`src/rtl/sd_spi_pkg.sv`:
```
// Shared types and constants for the SD-card SPI-mode initialization sequencer.
package sd_spi_pkg;

  typedef enum logic [3:0] {
    ST_IDLE      = 4'd0,
    ST_PWRUP     = 4'd1,
    ST_GAP       = 4'd2,
    ST_SEND_CMD  = 4'd3,
    ST_POLL_R1   = 4'd4,
    ST_READ_TAIL = 4'd5,
    ST_EVAL      = 4'd6,
    ST_DONE      = 4'd7,
    ST_ERROR     = 4'd8
  } state_e;

  typedef enum logic [2:0] {
    CMD_SEL_0  = 3'd0,
    CMD_SEL_8  = 3'd1,
    CMD_SEL_55 = 3'd2,
    CMD_SEL_41 = 3'd3,
    CMD_SEL_58 = 3'd4
  } cmd_e;

  localparam logic [5:0]  CMD0_IDX   = 6'd0;
  localparam logic [5:0]  CMD8_IDX   = 6'd8;
  localparam logic [5:0]  CMD55_IDX  = 6'd55;
  localparam logic [5:0]  ACMD41_IDX = 6'd41;
  localparam logic [5:0]  CMD58_IDX  = 6'd58;

  localparam logic [7:0]  CRC_CMD0   = 8'h95;
  localparam logic [7:0]  CRC_CMD8   = 8'h87;
  localparam logic [7:0]  CRC_DUMMY  = 8'h01;

  localparam logic [31:0] CMD8_ARG       = 32'h0000_01AA;
  localparam logic [11:0] CMD8_CHECK     = 12'h1AA;
  localparam logic [31:0] ACMD41_HCS_ARG = 32'h4000_0000;

  localparam logic [7:0]  R1_READY = 8'h00;
  localparam logic [7:0]  R1_IDLE  = 8'h01;
  localparam logic [7:0]  IDLE_BYTE = 8'hFF;

  localparam logic [2:0]  ERR_NONE   = 3'd0;
  localparam logic [2:0]  ERR_NCR    = 3'd1;
  localparam logic [2:0]  ERR_CMD0   = 3'd2;
  localparam logic [2:0]  ERR_CMD8   = 3'd3;
  localparam logic [2:0]  ERR_CMD55  = 3'd4;
  localparam logic [2:0]  ERR_ACMD41 = 3'd5;
  localparam logic [2:0]  ERR_CMD58  = 3'd6;

  // R7 (CMD8) and OCR (CMD58) responses carry four bytes after R1.
  function automatic logic cmd_has_tail(input cmd_e cmd);
    case (cmd)
      CMD_SEL_8, CMD_SEL_58: cmd_has_tail = 1'b1;
      default:               cmd_has_tail = 1'b0;
    endcase
  endfunction

endpackage

```
`src/rtl/sd_spi_cmd_frame.sv`:
```
// Combinational selector for the six bytes of a fixed SD command frame.
module sd_spi_cmd_frame
  import sd_spi_pkg::*;
(
  input  cmd_e       cmd_sel_i,
  input  logic [2:0] byte_idx_i,
  output logic [7:0] tx_byte_o
);

  logic [5:0]  idx_s;
  logic [31:0] arg_s;
  logic [7:0]  crc_s;

  always_comb begin
    idx_s = CMD0_IDX;
    arg_s = 32'h0000_0000;
    crc_s = CRC_DUMMY;
    case (cmd_sel_i)
      CMD_SEL_0:  begin idx_s = CMD0_IDX;   crc_s = CRC_CMD0; end
      CMD_SEL_8:  begin idx_s = CMD8_IDX;   arg_s = CMD8_ARG; crc_s = CRC_CMD8; end
      CMD_SEL_55: begin idx_s = CMD55_IDX;  end
      CMD_SEL_41: begin idx_s = ACMD41_IDX; arg_s = ACMD41_HCS_ARG; end
      CMD_SEL_58: begin idx_s = CMD58_IDX;  end
      default:    begin idx_s = CMD0_IDX;   crc_s = CRC_CMD0; end
    endcase
  end

  always_comb begin
    case (byte_idx_i)
      3'd0:    tx_byte_o = {2'b01, idx_s};
      3'd1:    tx_byte_o = arg_s[31:24];
      3'd2:    tx_byte_o = arg_s[23:16];
      3'd3:    tx_byte_o = arg_s[15:8];
      3'd4:    tx_byte_o = arg_s[7:0];
      3'd5:    tx_byte_o = crc_s;
      default: tx_byte_o = IDLE_BYTE;
    endcase
  end

endmodule

```
`src/rtl/sd_card_spi_init_seq.sv`:
```
// SD-card SPI-mode power-up/initialization sequencer driving a shared byte engine.
// Optional CMD58 (OCR / high-capacity) step is enabled by defining SD_INIT_CMD58_EN.
module sd_card_spi_init_seq
  import sd_spi_pkg::*;
#(
  parameter int PWRUP_BYTES      = 10,
  parameter int NCR_MAX          = 8,
  parameter int ACMD41_RETRY_MAX = 1000
) (
  input  logic       clk210_p,
  input  logic       reset_p,
  input  logic       init_start_p,
  input  logic       xfer_done_p,
  input  logic [7:0] xfer_rx_byte_p,
  output logic       xfer_req_p,
  output logic [7:0] xfer_tx_byte_p,
  output logic       sd_spi_cs_n_p,
  output logic       sd_spi_use_normal_baud_p,
  output logic       init_busy_p,
  output logic       init_done_p,
  output logic       init_err_p,
  output logic [2:0] err_code_p,
  output logic       sd_hc_p
);

`ifdef SD_INIT_CMD58_EN
  localparam int TAIL_W = 32;
`else
  localparam int TAIL_W = 12;
`endif

  localparam logic [7:0]  PWRUP_LAST = 8'(PWRUP_BYTES - 1);
  localparam logic [7:0]  NCR_LAST   = 8'(NCR_MAX - 1);
  localparam logic [15:0] RETRY_MAX  = 16'(ACMD41_RETRY_MAX);

  state_e              state_q, state_d, gap_next_q, gap_next_d;
  cmd_e                cmd_q, cmd_d;
  logic [7:0]          cnt_q, cnt_d;
  logic [15:0]         retry_q, retry_d, retry_inc_s;
  logic [TAIL_W-1:0]   tail_q, tail_d;
  logic [7:0]          r1_q, r1_d;
  logic [2:0]          pend_code_q, pend_code_d;
  logic                req_q, req_d;
  logic [7:0]          tx_q, tx_d;
  logic                cs_n_q, cs_n_d;
  logic                baud_q, baud_d;
  logic                busy_q, busy_d, done_q, done_d, err_q, err_d, hc_q, hc_d;
  logic [2:0]          code_q, code_d;
  logic [7:0]          frame_byte_s;

  sd_spi_cmd_frame u_frame (
    .cmd_sel_i  (cmd_q),
    .byte_idx_i (cnt_q[2:0]),
    .tx_byte_o  (frame_byte_s)
  );

  assign retry_inc_s = retry_q + 16'd1;

  // Next-state and next-output logic; a request is raised only from a cycle with req low.
  always_comb begin
    state_d = state_q; gap_next_d = gap_next_q; cmd_d = cmd_q; cnt_d = cnt_q;
    retry_d = retry_q; tail_d = tail_q; r1_d = r1_q; pend_code_d = pend_code_q;
    req_d = req_q; tx_d = tx_q; cs_n_d = cs_n_q; baud_d = baud_q;
    busy_d = busy_q; done_d = done_q; err_d = err_q; code_d = code_q; hc_d = hc_q;
    case (state_q)
      ST_IDLE, ST_DONE, ST_ERROR: begin
        if (init_start_p) begin
          state_d = ST_PWRUP; cnt_d = 8'd0; retry_d = 16'd0; cs_n_d = 1'b1;
          baud_d = 1'b0; busy_d = 1'b1; done_d = 1'b0; err_d = 1'b0;
          code_d = ERR_NONE; hc_d = 1'b0; pend_code_d = ERR_NONE;
        end else begin
          state_d = state_q;
        end
      end
      ST_PWRUP: begin
        if (!req_q) begin
          req_d = 1'b1; tx_d = IDLE_BYTE;
        end else if (xfer_done_p) begin
          req_d = 1'b0;
          if (cnt_q == PWRUP_LAST) begin
            cnt_d = 8'd0; cmd_d = CMD_SEL_0; cs_n_d = 1'b0; state_d = ST_SEND_CMD;
          end else begin
            cnt_d = cnt_q + 8'd1;
          end
        end else begin
          req_d = 1'b1;
        end
      end
      ST_SEND_CMD: begin
        if (!req_q) begin
          req_d = 1'b1; tx_d = frame_byte_s;
        end else if (xfer_done_p) begin
          req_d = 1'b0;
          if (cnt_q == 8'd5) begin
            cnt_d = 8'd0; state_d = ST_POLL_R1;
          end else begin
            cnt_d = cnt_q + 8'd1;
          end
        end else begin
          req_d = 1'b1;
        end
      end
      ST_POLL_R1: begin
        if (!req_q) begin
          req_d = 1'b1; tx_d = IDLE_BYTE;
        end else if (xfer_done_p) begin
          req_d = 1'b0; cnt_d = 8'd0;
          if (!xfer_rx_byte_p[7]) begin
            r1_d = xfer_rx_byte_p;
            state_d = cmd_has_tail(cmd_q) ? ST_READ_TAIL : ST_EVAL;
          end else if (cnt_q == NCR_LAST) begin
            pend_code_d = ERR_NCR; gap_next_d = ST_ERROR; cs_n_d = 1'b1; state_d = ST_GAP;
          end else begin
            cnt_d = cnt_q + 8'd1;
          end
        end else begin
          req_d = 1'b1;
        end
      end
      ST_READ_TAIL: begin
        if (!req_q) begin
          req_d = 1'b1; tx_d = IDLE_BYTE;
        end else if (xfer_done_p) begin
          req_d = 1'b0;
          tail_d = {tail_q[TAIL_W-9:0], xfer_rx_byte_p};
          if (cnt_q == 8'd3) begin
            cnt_d = 8'd0; state_d = ST_EVAL;
          end else begin
            cnt_d = cnt_q + 8'd1;
          end
        end else begin
          req_d = 1'b1;
        end
      end
      ST_EVAL: begin
        // Every outcome passes through one CS-high GAP byte.
        state_d = ST_GAP; cs_n_d = 1'b1; gap_next_d = ST_SEND_CMD;
        case (cmd_q)
          CMD_SEL_0: begin
            if (r1_q == R1_IDLE) begin
              cmd_d = CMD_SEL_8;
            end else begin
              gap_next_d = ST_ERROR; pend_code_d = ERR_CMD0;
            end
          end
          CMD_SEL_8: begin
            if (r1_q == R1_IDLE && tail_q[11:0] == CMD8_CHECK) begin
              cmd_d = CMD_SEL_55;
            end else begin
              gap_next_d = ST_ERROR; pend_code_d = ERR_CMD8;
            end
          end
          CMD_SEL_55: begin
            if (r1_q == R1_READY || r1_q == R1_IDLE) begin
              cmd_d = CMD_SEL_41;
            end else begin
              gap_next_d = ST_ERROR; pend_code_d = ERR_CMD55;
            end
          end
          CMD_SEL_41: begin
            if (r1_q == R1_READY) begin
`ifdef SD_INIT_CMD58_EN
              cmd_d = CMD_SEL_58;
`else
              gap_next_d = ST_DONE;
`endif
            end else if (r1_q == R1_IDLE) begin
              retry_d = retry_inc_s;
              if (retry_inc_s == RETRY_MAX) begin
                gap_next_d = ST_ERROR; pend_code_d = ERR_ACMD41;
              end else begin
                cmd_d = CMD_SEL_55;
              end
            end else begin
              gap_next_d = ST_ERROR; pend_code_d = ERR_CMD55;
            end
          end
`ifdef SD_INIT_CMD58_EN
          CMD_SEL_58: begin
            if (r1_q == R1_READY) begin
              hc_d = tail_q[30]; gap_next_d = ST_DONE;
            end else begin
              gap_next_d = ST_ERROR; pend_code_d = ERR_CMD58;
            end
          end
`endif
          default: begin
            gap_next_d = ST_ERROR; pend_code_d = ERR_CMD0;
          end
        endcase
      end
      ST_GAP: begin
        if (!req_q) begin
          req_d = 1'b1; tx_d = IDLE_BYTE;
        end else if (xfer_done_p) begin
          req_d = 1'b0; cnt_d = 8'd0;
          if (gap_next_q == ST_SEND_CMD) begin
            cs_n_d = 1'b0; state_d = ST_SEND_CMD;
          end else if (gap_next_q == ST_DONE) begin
            baud_d = 1'b1; done_d = 1'b1; busy_d = 1'b0; state_d = ST_DONE;
          end else begin
            err_d = 1'b1; code_d = pend_code_q; busy_d = 1'b0; state_d = ST_ERROR;
          end
        end else begin
          req_d = 1'b1;
        end
      end
      default: begin
        state_d = ST_IDLE;
      end
    endcase
  end

  // State, counters and registered outputs with synchronous reset.
  always_ff @(posedge clk210_p) begin
    if (reset_p) begin
      state_q <= ST_IDLE; gap_next_q <= ST_SEND_CMD; cmd_q <= CMD_SEL_0;
      cnt_q <= 8'd0; retry_q <= 16'd0; tail_q <= '0; r1_q <= 8'hFF;
      pend_code_q <= ERR_NONE; req_q <= 1'b0; tx_q <= IDLE_BYTE; cs_n_q <= 1'b1;
      baud_q <= 1'b0; busy_q <= 1'b0; done_q <= 1'b0; err_q <= 1'b0;
      code_q <= ERR_NONE; hc_q <= 1'b0;
    end else begin
      state_q <= state_d; gap_next_q <= gap_next_d; cmd_q <= cmd_d;
      cnt_q <= cnt_d; retry_q <= retry_d; tail_q <= tail_d; r1_q <= r1_d;
      pend_code_q <= pend_code_d; req_q <= req_d; tx_q <= tx_d; cs_n_q <= cs_n_d;
      baud_q <= baud_d; busy_q <= busy_d; done_q <= done_d; err_q <= err_d;
      code_q <= code_d; hc_q <= hc_d;
    end
  end

  assign xfer_req_p               = req_q;
  assign xfer_tx_byte_p           = tx_q;
  assign sd_spi_cs_n_p            = cs_n_q;
  assign sd_spi_use_normal_baud_p = baud_q;
  assign init_busy_p              = busy_q;
  assign init_done_p              = done_q;
  assign init_err_p               = err_q;
  assign err_code_p               = code_q;
  assign sd_hc_p                  = hc_q;

endmodule

```
`config.mk`:
```
export PLATFORM = sky130hd
export DESIGN_NAME = sd_card_spi_init_seq
export DESIGN_NICKNAME = d
export VERILOG_FILES = /design/src/rtl/sd_spi_pkg.sv /design/src/rtl/sd_spi_cmd_frame.sv /design/src/rtl/sd_card_spi_init_seq.sv
export SDC_FILE = /design/constraint.sdc
export NUM_CORES = 1
export LEC_CHECK = 0
export CAP_MARGIN = 25
export CORE_MARGIN = 1
export CORE_UTILIZATION = 64
export CTS_CLUSTER_DIAMETER = 40
export CTS_CLUSTER_SIZE = 10
export DETAILED_ROUTE_END_ITERATION = 12
export PLACE_DENSITY = 0.95
export SLEW_MARGIN = 20
export SYNTH_ARGS = -nofsm -noshare
export SYNTH_HDL_FRONTEND = slang
export SYNTH_SLANG_ARGS = --single-unit
```
`constraint.sdc`:
```
create_clock -name clk210_p -period 3.3 [get_ports clk210_p]
set_input_delay 0.66 -clock clk210_p [delete_from_list [all_inputs] [get_ports clk210_p]]
set_output_delay 0.66 -clock clk210_p [all_outputs]
set_load 0.005 [all_outputs]
```
Word-level counts from Yosys, hierarchy flattened
Cells that the tools add are included.
{"block": "word_totals", "reg_bits": 74, "input_bits": 12, "output_inout_bits": 18}
{"block": "op_classes", "add_sub_neg": 2, "eq_ne": 63, "n_mux": 124, "bitwise_logic": 1, "reduce_logical": 32}
{"op": "2-to-1 mux 8 bit", "count": 18}
{"op": "2-to-1 mux 4 bit", "count": 28}
{"op": "case mux 8 bit (6 select lines)", "count": 2}
{"op": "2-to-1 mux 3 bit", "count": 24}
{"op": "2-to-1 mux 16 bit", "count": 4}
{"op": "case mux 31 bit (2 select lines)", "count": 1}
{"op": "!= test 2 bit, second input constant", "count": 24}
{"op": "case mux 16 bit (2 select lines)", "count": 1}
{"op": "case mux 8 bit (2 select lines)", "count": 2}
{"op": "2-to-1 mux 1 bit", "count": 30}
{"op": "!= test 3 bit, second input constant", "count": 10}
{"op": "case mux 4 bit (7 select lines)", "count": 1}
{"op": "case mux 3 bit (4 select lines)", "count": 2}
{"op": "case mux 6 bit (4 select lines)", "count": 1}
{"op": "AND reduction 12 bit", "count": 2}
{"op": "AND reduction 11 bit", "count": 2}
{"op": "== test 4 x 3 -> 1 bit, second input constant", "count": 5}
{"op": "adder 16 x 1 -> 16 bit, second input constant", "count": 1}
{"op": "== test 16 x 10 -> 1 bit, second input constant", "count": 1}
{"op": "== test 8 x 3 -> 1 bit, second input constant", "count": 2}
{"op": "case mux 4 bit (4 select lines)", "count": 1}
{"op": "AND reduction 15 bit", "count": 1}
{"op": "AND reduction 5 bit", "count": 3}
{"op": "== test 12 x 9 -> 1 bit, second input constant", "count": 1}
{"op": "other kinds (36)", "count": 55}

Logic depth before layout (Yosys ltp)
Gate-level depths: netlist (run 1).
{"block": "logic_depth", "depth_word": 12, "depth_mapped": 11}

Cells and area by module
From an unflattened synthesis (run 1), not the netlist that was laid out.
{"block": "hier_totals", "cells_unflattened": 566, "area_unflattened_um2": 4355.4}
{"module": "sd_card_spi_init_seq", "n_inst": 1, "cells_each": 521, "area_per_inst_um2": 4040.1}
{"module": "sd_spi_cmd_frame", "n_inst": 1, "cells_each": 45, "area_per_inst_um2": 315.3}

Worst setup path after synthesis (run 1)
Ideal clock, no wire load.
{"block": "synth_timing", "path_kind": "register to register", "start": "register retry_q[0]", "end": "register pend_code_q[0]", "setup_time_ps": 65, "t_arrival_ps": 2213, "required_time_ps": 3235, "path_slack_ps": 1022, "stages_incl_launch_ff": 8, "path_buffers": 0, "period_less_slack_ps": 2278, "path_cell_list": "dfxtp_1 ha_1 nand3_1 nor4_1 a31o_2 nand4_1 or4_1 nand4_1"}
{"block": "synth_via", "elab_chain_len": 4}
{"item": "start: declaration", "line_no": "sd_card_spi_init_seq.sv:39", "text": "logic [15:0] retry_q, retry_d, retry_inc_s;"}
{"item": "start signal: assignment", "line_no": "sd_card_spi_init_seq.sv:224", "text": "cnt_q <= cnt_d; retry_q <= retry_d; tail_q <= tail_d; r1_q <= r1_d;"}
{"item": "adder 16 x 1 -> 16 bit", "line_no": "sd_card_spi_init_seq.sv:57", "text": "assign retry_inc_s = retry_q + 16'd1;"}
{"item": "== test 16 x 10 -> 1 bit", "line_no": "sd_card_spi_init_seq.sv:169", "text": "if (retry_inc_s == RETRY_MAX) begin"}
{"item": "!= test 4 bit (no line)"}
{"item": "AND reduction 11 bit (no line)"}
{"item": "end signal: assignment", "line_no": "sd_card_spi_init_seq.sv:225", "text": "pend_code_q <= pend_code_d; req_q <= req_d; tx_q <= tx_d; cs_n_q <= cs_n_d;"}
{"item": "end: declaration", "line_no": "sd_card_spi_init_seq.sv:42", "text": "logic [2:0] pend_code_q, pend_code_d;"}
No other way between the ends.
A chain may end at the register's enable or synchronous reset.

Worst setup path after layout (run 1)
{"block": "layout_timing", "start": "register state_q[2]", "end": "register retry_q[7]"}
{"block": "layout_via", "elab_chain_len": 4}
{"item": "start: declaration", "line_no": "sd_card_spi_init_seq.sv:36", "text": "state_e state_q, state_d, gap_next_q, gap_next_d;"}
{"item": "start signal: assignment", "line_no": "sd_card_spi_init_seq.sv:223", "text": "state_q <= state_d; gap_next_q <= gap_next_d; cmd_q <= cmd_d;"}
{"item": "== test 4 x 3 -> 1 bit (tied with other cells)", "line_no": "sd_card_spi_init_seq.sv:65", "text": "case (state_q)"}
{"item": "OR reduction 3 bit", "line_no": "sd_card_spi_init_seq.sv:65"}
{"item": "!= test 2 bit (no line) / nonzero test 2 bit (equally long branches)"}
{"item": "AND reduction 5 bit (no line)"}
Several ways; a longest one is shown, not always the timed one.

==> summary.txt, run 1 <==
Worst EP required: 3.53 ns
Top cells by count, synth: dfxtp_1 (72), nand2_1 (59), nor2_1 (58)
Pins Over Slew Limit: 0
Sw Ratio: 0.387
Reg2Reg Capture Point: retry_q[7]
Flop and latch count out of synthesis: 72
Sequential share of power: 0.390
CP Launch Type: register
Cts repair resizes: 0
Clock latency on the worst-skew pair: 0.36 ns
DRC: 0
Core area: 0.00610 mm2
Post-DR vias/cell: 6.77
Yosys cell types: 66
Pwr per Cell Area: 566 mW/mm2
M1 WL: 4410 um
Fmax: 0.342 GHz
DP Area: 0.00445 mm2
Io pins: 30
Initial DRC Count: 668
Clock group share of total power: 0.257
Min-delay worst type: reg2reg
Post-synth EDFFs: 0
Min-Delay Endpoint: r1_q[7]
Metal3 WL: 1050 um
Hold_ws: 0.450 ns
Postcts setup bufs: 0
Hold Crit Start: r1_q[7]
Synth Flop Type: dfxtp_1
Worst-Margin Slew: 0.834 ns
Maximum VDD drop: 702 uV
Endpoints failing setup: 0
Reg-to-reg critical path startpoint: state_q[2]
HPWL after DPL: 7320 um
Sequential element share of the synthesized area: 0.348
Port bufs: 28
Final hold viol count: 0
Largest area contributor in the netlist: dfxtp_1
Non-Filler Instances: 637
Fraction of registers with async set/reset: 0
Routed wl met2: 5030 um
Final core occ: 0.760
Max cap viols: 0
Largest net degree at the start of global routing: 29
First-pass GRT wire length: 17400 um
ANT nets after route: 0
Setup TNS: 0 ns
Post-synth net total: 565
Reg2Reg Setup Slack: 0.38 ns
Fin crit period: 2.92 ns
CP startpoint: state_q[2]
Status: completed
WS Path Type: reg2reg
Arrival time of the worst setup path: 3.15 ns
Final wirelength: 10700 um
Cts hold-fix bufs: 0
Comb power frac: 0.354
Grt ovf: 0
Slew Limit Headroom: 0.443
Root Buffer: clkbuf_8
Final Instance Area: 0.00463 mm2
Post-Route Skew: 0.00564 ns
Clk sink count: 72
Wire per inst: 16.8 um
Die Area: 0.00680 mm2
Starting Density: 0.680
Antenna fix cells: 0
Layout cells sized above 1: 0.0658
Via count: 4312
Die width: 82.5 um
RSZ-0062 raised after global routing: no
Net Sw Power: 1.02 mW
CP Max Fanout: 23
H-tree levels: 3
P_leak: 1.70 nW
CTS Buf Count: 9
Antenna violations before repair: 0
Max clock buf depth: 2
RePlAce Congestion: 0.962
Vias in the first global route: 3797
Most area-consuming cells after synthesis: dfxtp_1 (35%), a21oi_1 (5.9%), nand2_1 (5.3%), nor2_1 (5.3%), o21ai_0 (5.0%)
Share of the synthesized area in the top cell type: 0.348
Syn avg cell area: 7.68 um2
Top sig layer: met4
Worst Setup End Kind: register
TritonCTS clock tree: built
Rows: 28
Gr usage total: 0.336
Total placed cells including tap cells: 621
Layout area overhead: 11.8%
Die height: 82.5 um
Yosys warns: 0
R2R cell count: 6
Internal Pwr Total: 1.61 mW
TritonRoute pass-1 iters: 8
Post-synthesis cell count: 540
Cell with the most instances after synthesis: dfxtp_1
CTS clock-pin slew for the worst setup and hold paths: 0.08 ns
Tcrit/Tclk final: 0.885
Post-Syn Area: 0.00415 mm2
Net count, final: 582
Worst Hold Depth: 2
[layout make-up]
cell class              instances  area, um2
repair buffers                 35        328
clock inverters                 6       50.0
flip-flops and latches         72       1440
inverters                      20       75.1
multi-input cells             419       2510
well taps                      75       93.8
fillers                       418       1460
clock buffers                  10        138
[layout by cell type, fill, tap and decap left out, drive strengths merged, types with 8 or more instances in the layout]
cell	instances
nand4	8
a21oi	49
inv	23
mux2i	17
clkbuf	10
buf	8
nand3b	9
nor2	59
o21ai	41
ha	13
nand2	59
nor4	12
clkdlybuf4s50	27
nor3	21
dfxtp	72
nand3	25
[power groups by stage]
stage / logic, mW / registers [mW] / clock network, mW
2_1_floorplan: 0.691 / 0.983 / 0
3_3_place_gp: 0.856 / 1.03 / 0
3_5_place_dp: 0.897 / 1.04 / 0
4_1_cts: 0.907 / 1.02 / 0.681
5_1_grt: 1.01 / 1.03 / 0.716
6_report: 0.928 / 1.02 / 0.673
[registers in the layout (all words and copies together), names as in the netlist]
register / flops
cmd_q: 2
cnt_q: 8
err_code_p: 3
gap_next_q: 3
init_busy_p: 1
init_done_p: 1
init_err_p: 1
pend_code_q: 3
r1_q: 8
retry_q: 16
sd_spi_cs_n_p: 1
state_q: 4
tail_q: 12
xfer_req_p: 1
xfer_tx_byte_p: 8
[cells by family after synthesis]
group | count (synthesis) | share of synthesized area
compound gates | 144 | 0.218
buf+inv | 49 | 0.0474
other cells | 1 | 0.000905
simple gates | 239 | 0.295
fa+ha+maj | 13 | 0.0392
mux | 17 | 0.0410
flops | 72 | 0.348
xor+xnor | 5 | 0.0106
[through the flow]
stage / setup slack (ns) / total power [mW]
detailed placement: 0.507 / 1.93
finish: 0.380 / 2.62
global placement: 0.647 / 1.89
global route: 0.233 / 2.76
floorplan: 1.02 / 1.67
CTS: 0.517 / 2.61
[worst max-delay path, stage by stage, from the launching register on]
cell	delay (ns)
dfxtp_1	0.87
nand2b_1	0.20
nor2_1	0.47
nand2_1	0.36
and2_1	0.45
o21ai_0	0.32
a21oi_1	0.12
[worst max path at each step]
stage / endpoint / cells after the start
after floorplan: pend_code_q[0] / 7
after global placement: tail_q[7] / 6
after detailed placement: tail_q[7] / 6
after CTS: retry_q[7] / 6
after global routing: pend_code_q[2] / 7
final: retry_q[7] / 6
[metal layers]
layer	vias up	global-route usage
li1	2005	-
met1	2002	0.431
met2	274	0.524
met3	31	0.0835
met4	0	0.165
met5	-	0
(Power assumes the default switching activity.)
==> run 2, diff against run 1 <==
--- a/config.mk
+++ b/config.mk
@@ -7,11 +7,11 @@
 export LEC_CHECK = 0
 export CAP_MARGIN = 25
 export CORE_MARGIN = 1
-export CORE_UTILIZATION = 64
+export CORE_UTILIZATION = 40
 export CTS_CLUSTER_DIAMETER = 40
 export CTS_CLUSTER_SIZE = 10
 export DETAILED_ROUTE_END_ITERATION = 12
-export PLACE_DENSITY = 0.95
+export PLACE_DENSITY = 0.67
 export SLEW_MARGIN = 20
 export SYNTH_ARGS = -nofsm -noshare
 export SYNTH_HDL_FRONTEND = slang
==> run 2 against run 1 <==
  * Sequential cell count is the same
  * Clock-buffer cell count shrank 1
  * Clock skew grew 0.0096 ns
  * Highest routed layer unchanged
==> summary.txt, run 2 (same netlist as run 1, synthesis figures left out) <==
RePlAce Congestion: 0.916
FF+latch area: 0.00144 mm2
Fin crit period: 2.73 ns
Fill cell count: 1016
Arrival time of the worst setup path: 3.04 ns
Hold Crit Start: tail_q[4]
Via count: 4108
Clock group share of total power: 0.255
CP startpoint: retry_q[0]
Final wirelength: 10600 um
Commonest non-fill, non-tap cells in the layout: dfxtp_1 (72), nand2_1 (59), nor2_1 (58), a21oi_1 (49), o21ai_0 (41)
Worst-Margin Slew: 0.677 ns
Layout area overhead: 14.0%
Post-DR vias/cell: 5.88
Largest delay contributor family on the critical path: simple AND/OR/NAND/NOR gates
Root Buffer: clkbuf_8
First-pass GRT wire length: 17800 um
Fmax: 0.366 GHz
CP Launch Type: register
Die height: 104 um
Final Instance Area: 0.00473 mm2
Antenna violations before repair: 0
Starting Density: 0.418
TritonCTS clock tree: built
Largest net degree at the start of global routing: 25
Non-Filler Instances: 699
Net count, final: 586
Gr usage total: 0.201
CTS clock-pin slew for the worst setup and hold paths: 0.08 ns
Min-delay worst type: reg2reg
Io pins: 30
ANT nets after route: 0
Setup TNS: 0 ns
Status: completed
Internal Pwr Total: 1.59 mW
Clk sink count: 72
Grt ovf: 0
Most common cell after layout, fill and taps aside: dfxtp_1
Postcts setup bufs: 0
WS Path Type: reg2reg
HPWL after DPL: 7420 um
Rows: 36
Die Area: 0.0108 mm2
Largest register FFs: 16
P_leak: 1.72 nW
Biggest register: retry_q
TritonRoute pass-1 iters: 5
Maximum VDD drop: 331 uV
Endpoints failing setup: 0
Max cap viols: 0
Net Sw Power: 987 uW
Port bufs: 28
CP max stage delay: 0.63 ns
Vias in the first global route: 3682
Final hold viol count: 0
Initial DRC Count: 272
CTS Buf Count: 9
Worst Setup End Kind: register
H-tree levels: 3
Pins Over Slew Limit: 0
RSZ-0062 raised after global routing: no
Cts hold-fix bufs: 0
Worst EP required: 3.61 ns
Critical Path Slowest Stage Cell: nor4_1
Power, Total: 2.57 mW
Clock latency on the worst-skew pair: 0.37 ns
Slew Limit Headroom: 0.548
Comb power frac: 0.349
Biggest regs: retry_q (16), tail_q (12)
Cts repair resizes: 0
Reg-to-reg critical path startpoint: retry_q[0]
Sw Ratio: 0.384
DP Area: 0.00455 mm2
CP Max Fanout: 7
Total placed cells including tap cells: 683
Sequential share of power: 0.396
Pwr per Cell Area: 545 mW/mm2
Max clock buf depth: 2
Wire per inst: 15.2 um
Hold_ws: 0.460 ns
Tcrit/Tclk final: 0.828
Antenna fix cells: 0
Multi-input combinational cell area: 0.00251 mm2
Core area: 0.00991 mm2
Post-Route Skew: 0.0152 ns
Crit path buf inv count: 0
Critical path, cell by cell: ha_1, nand3_1, nor4_1, a31o_2, nand4_1, o41ai_1, a21o_1
Die width: 104 um
Layout cells sized above 1: 0.0724
DRC: 0
[run 2: final timing paths]
| path | to | slack, ns | depth (start not counted) |
|---|---|---|---|
| max reg2reg | cmd_q[1] | 0.57 | 7 |
| min | tail_q[4] | 0.46 | 2 |
| max | cmd_q[1] | 0.57 | 7 |
| min reg2reg | tail_q[4] | 0.46 | 2 |
[run 2: cell type report]
class,instances,share of cell area
clock buffers,9,0.0262
inverters,20,0.0159
well taps,133,0.0352
flip-flops and latches,72,0.305
repair buffers,39,0.0757
multi-input cells,419,0.530
clock inverters,7,0.0116
[run 2: metrics by stage]
| step | utilization | setup WS, ns |
|---|---|---|
| finish | 0.477 | 0.568 |
| detailed placement | 0.459 | 0.643 |
| global route | 0.477 | 0.425 |
| CTS | 0.477 | 0.667 |
| floorplan | - | 1.02 |
| global placement | 0.459 | 0.686 |
[run 2: per-layer routing]
| layer | GRT usage | routed length [um] | up-vias |
|---|---|---|---|
| met3 | 0.0522 | 609 | 17 |
| met5 | 0 | 0 | - |
| met2 | 0.311 | 4800 | 157 |
| met1 | 0.275 | 5100 | 1921 |
| li1 | - | - | 2013 |
| met4 | 0.0582 | 140 | 0 |
[run 2: worst min-delay path: cells and delay by family, from the launching register on]
family             cells  cell delay, ns
AOI/OAI and AO/OA      1            0.05
DFF                    1            0.32
and+or+nand+nor        1            0.05
[run 2: power by group through the flow]
| stage | clock network [mW] | logic (mW) | registers, mW |
|---|---|---|---|
| 6_report | 0.656 | 0.898 | 1.02 |
| 4_1_cts | 0.674 | 0.891 | 1.02 |
| 3_5_place_dp | 0 | 0.886 | 1.04 |
| 2_1_floorplan | 0 | 0.691 | 0.983 |
| 5_1_grt | 0.711 | 0.994 | 1.03 |
| 3_3_place_gp | 0 | 0.883 | 1.04 |
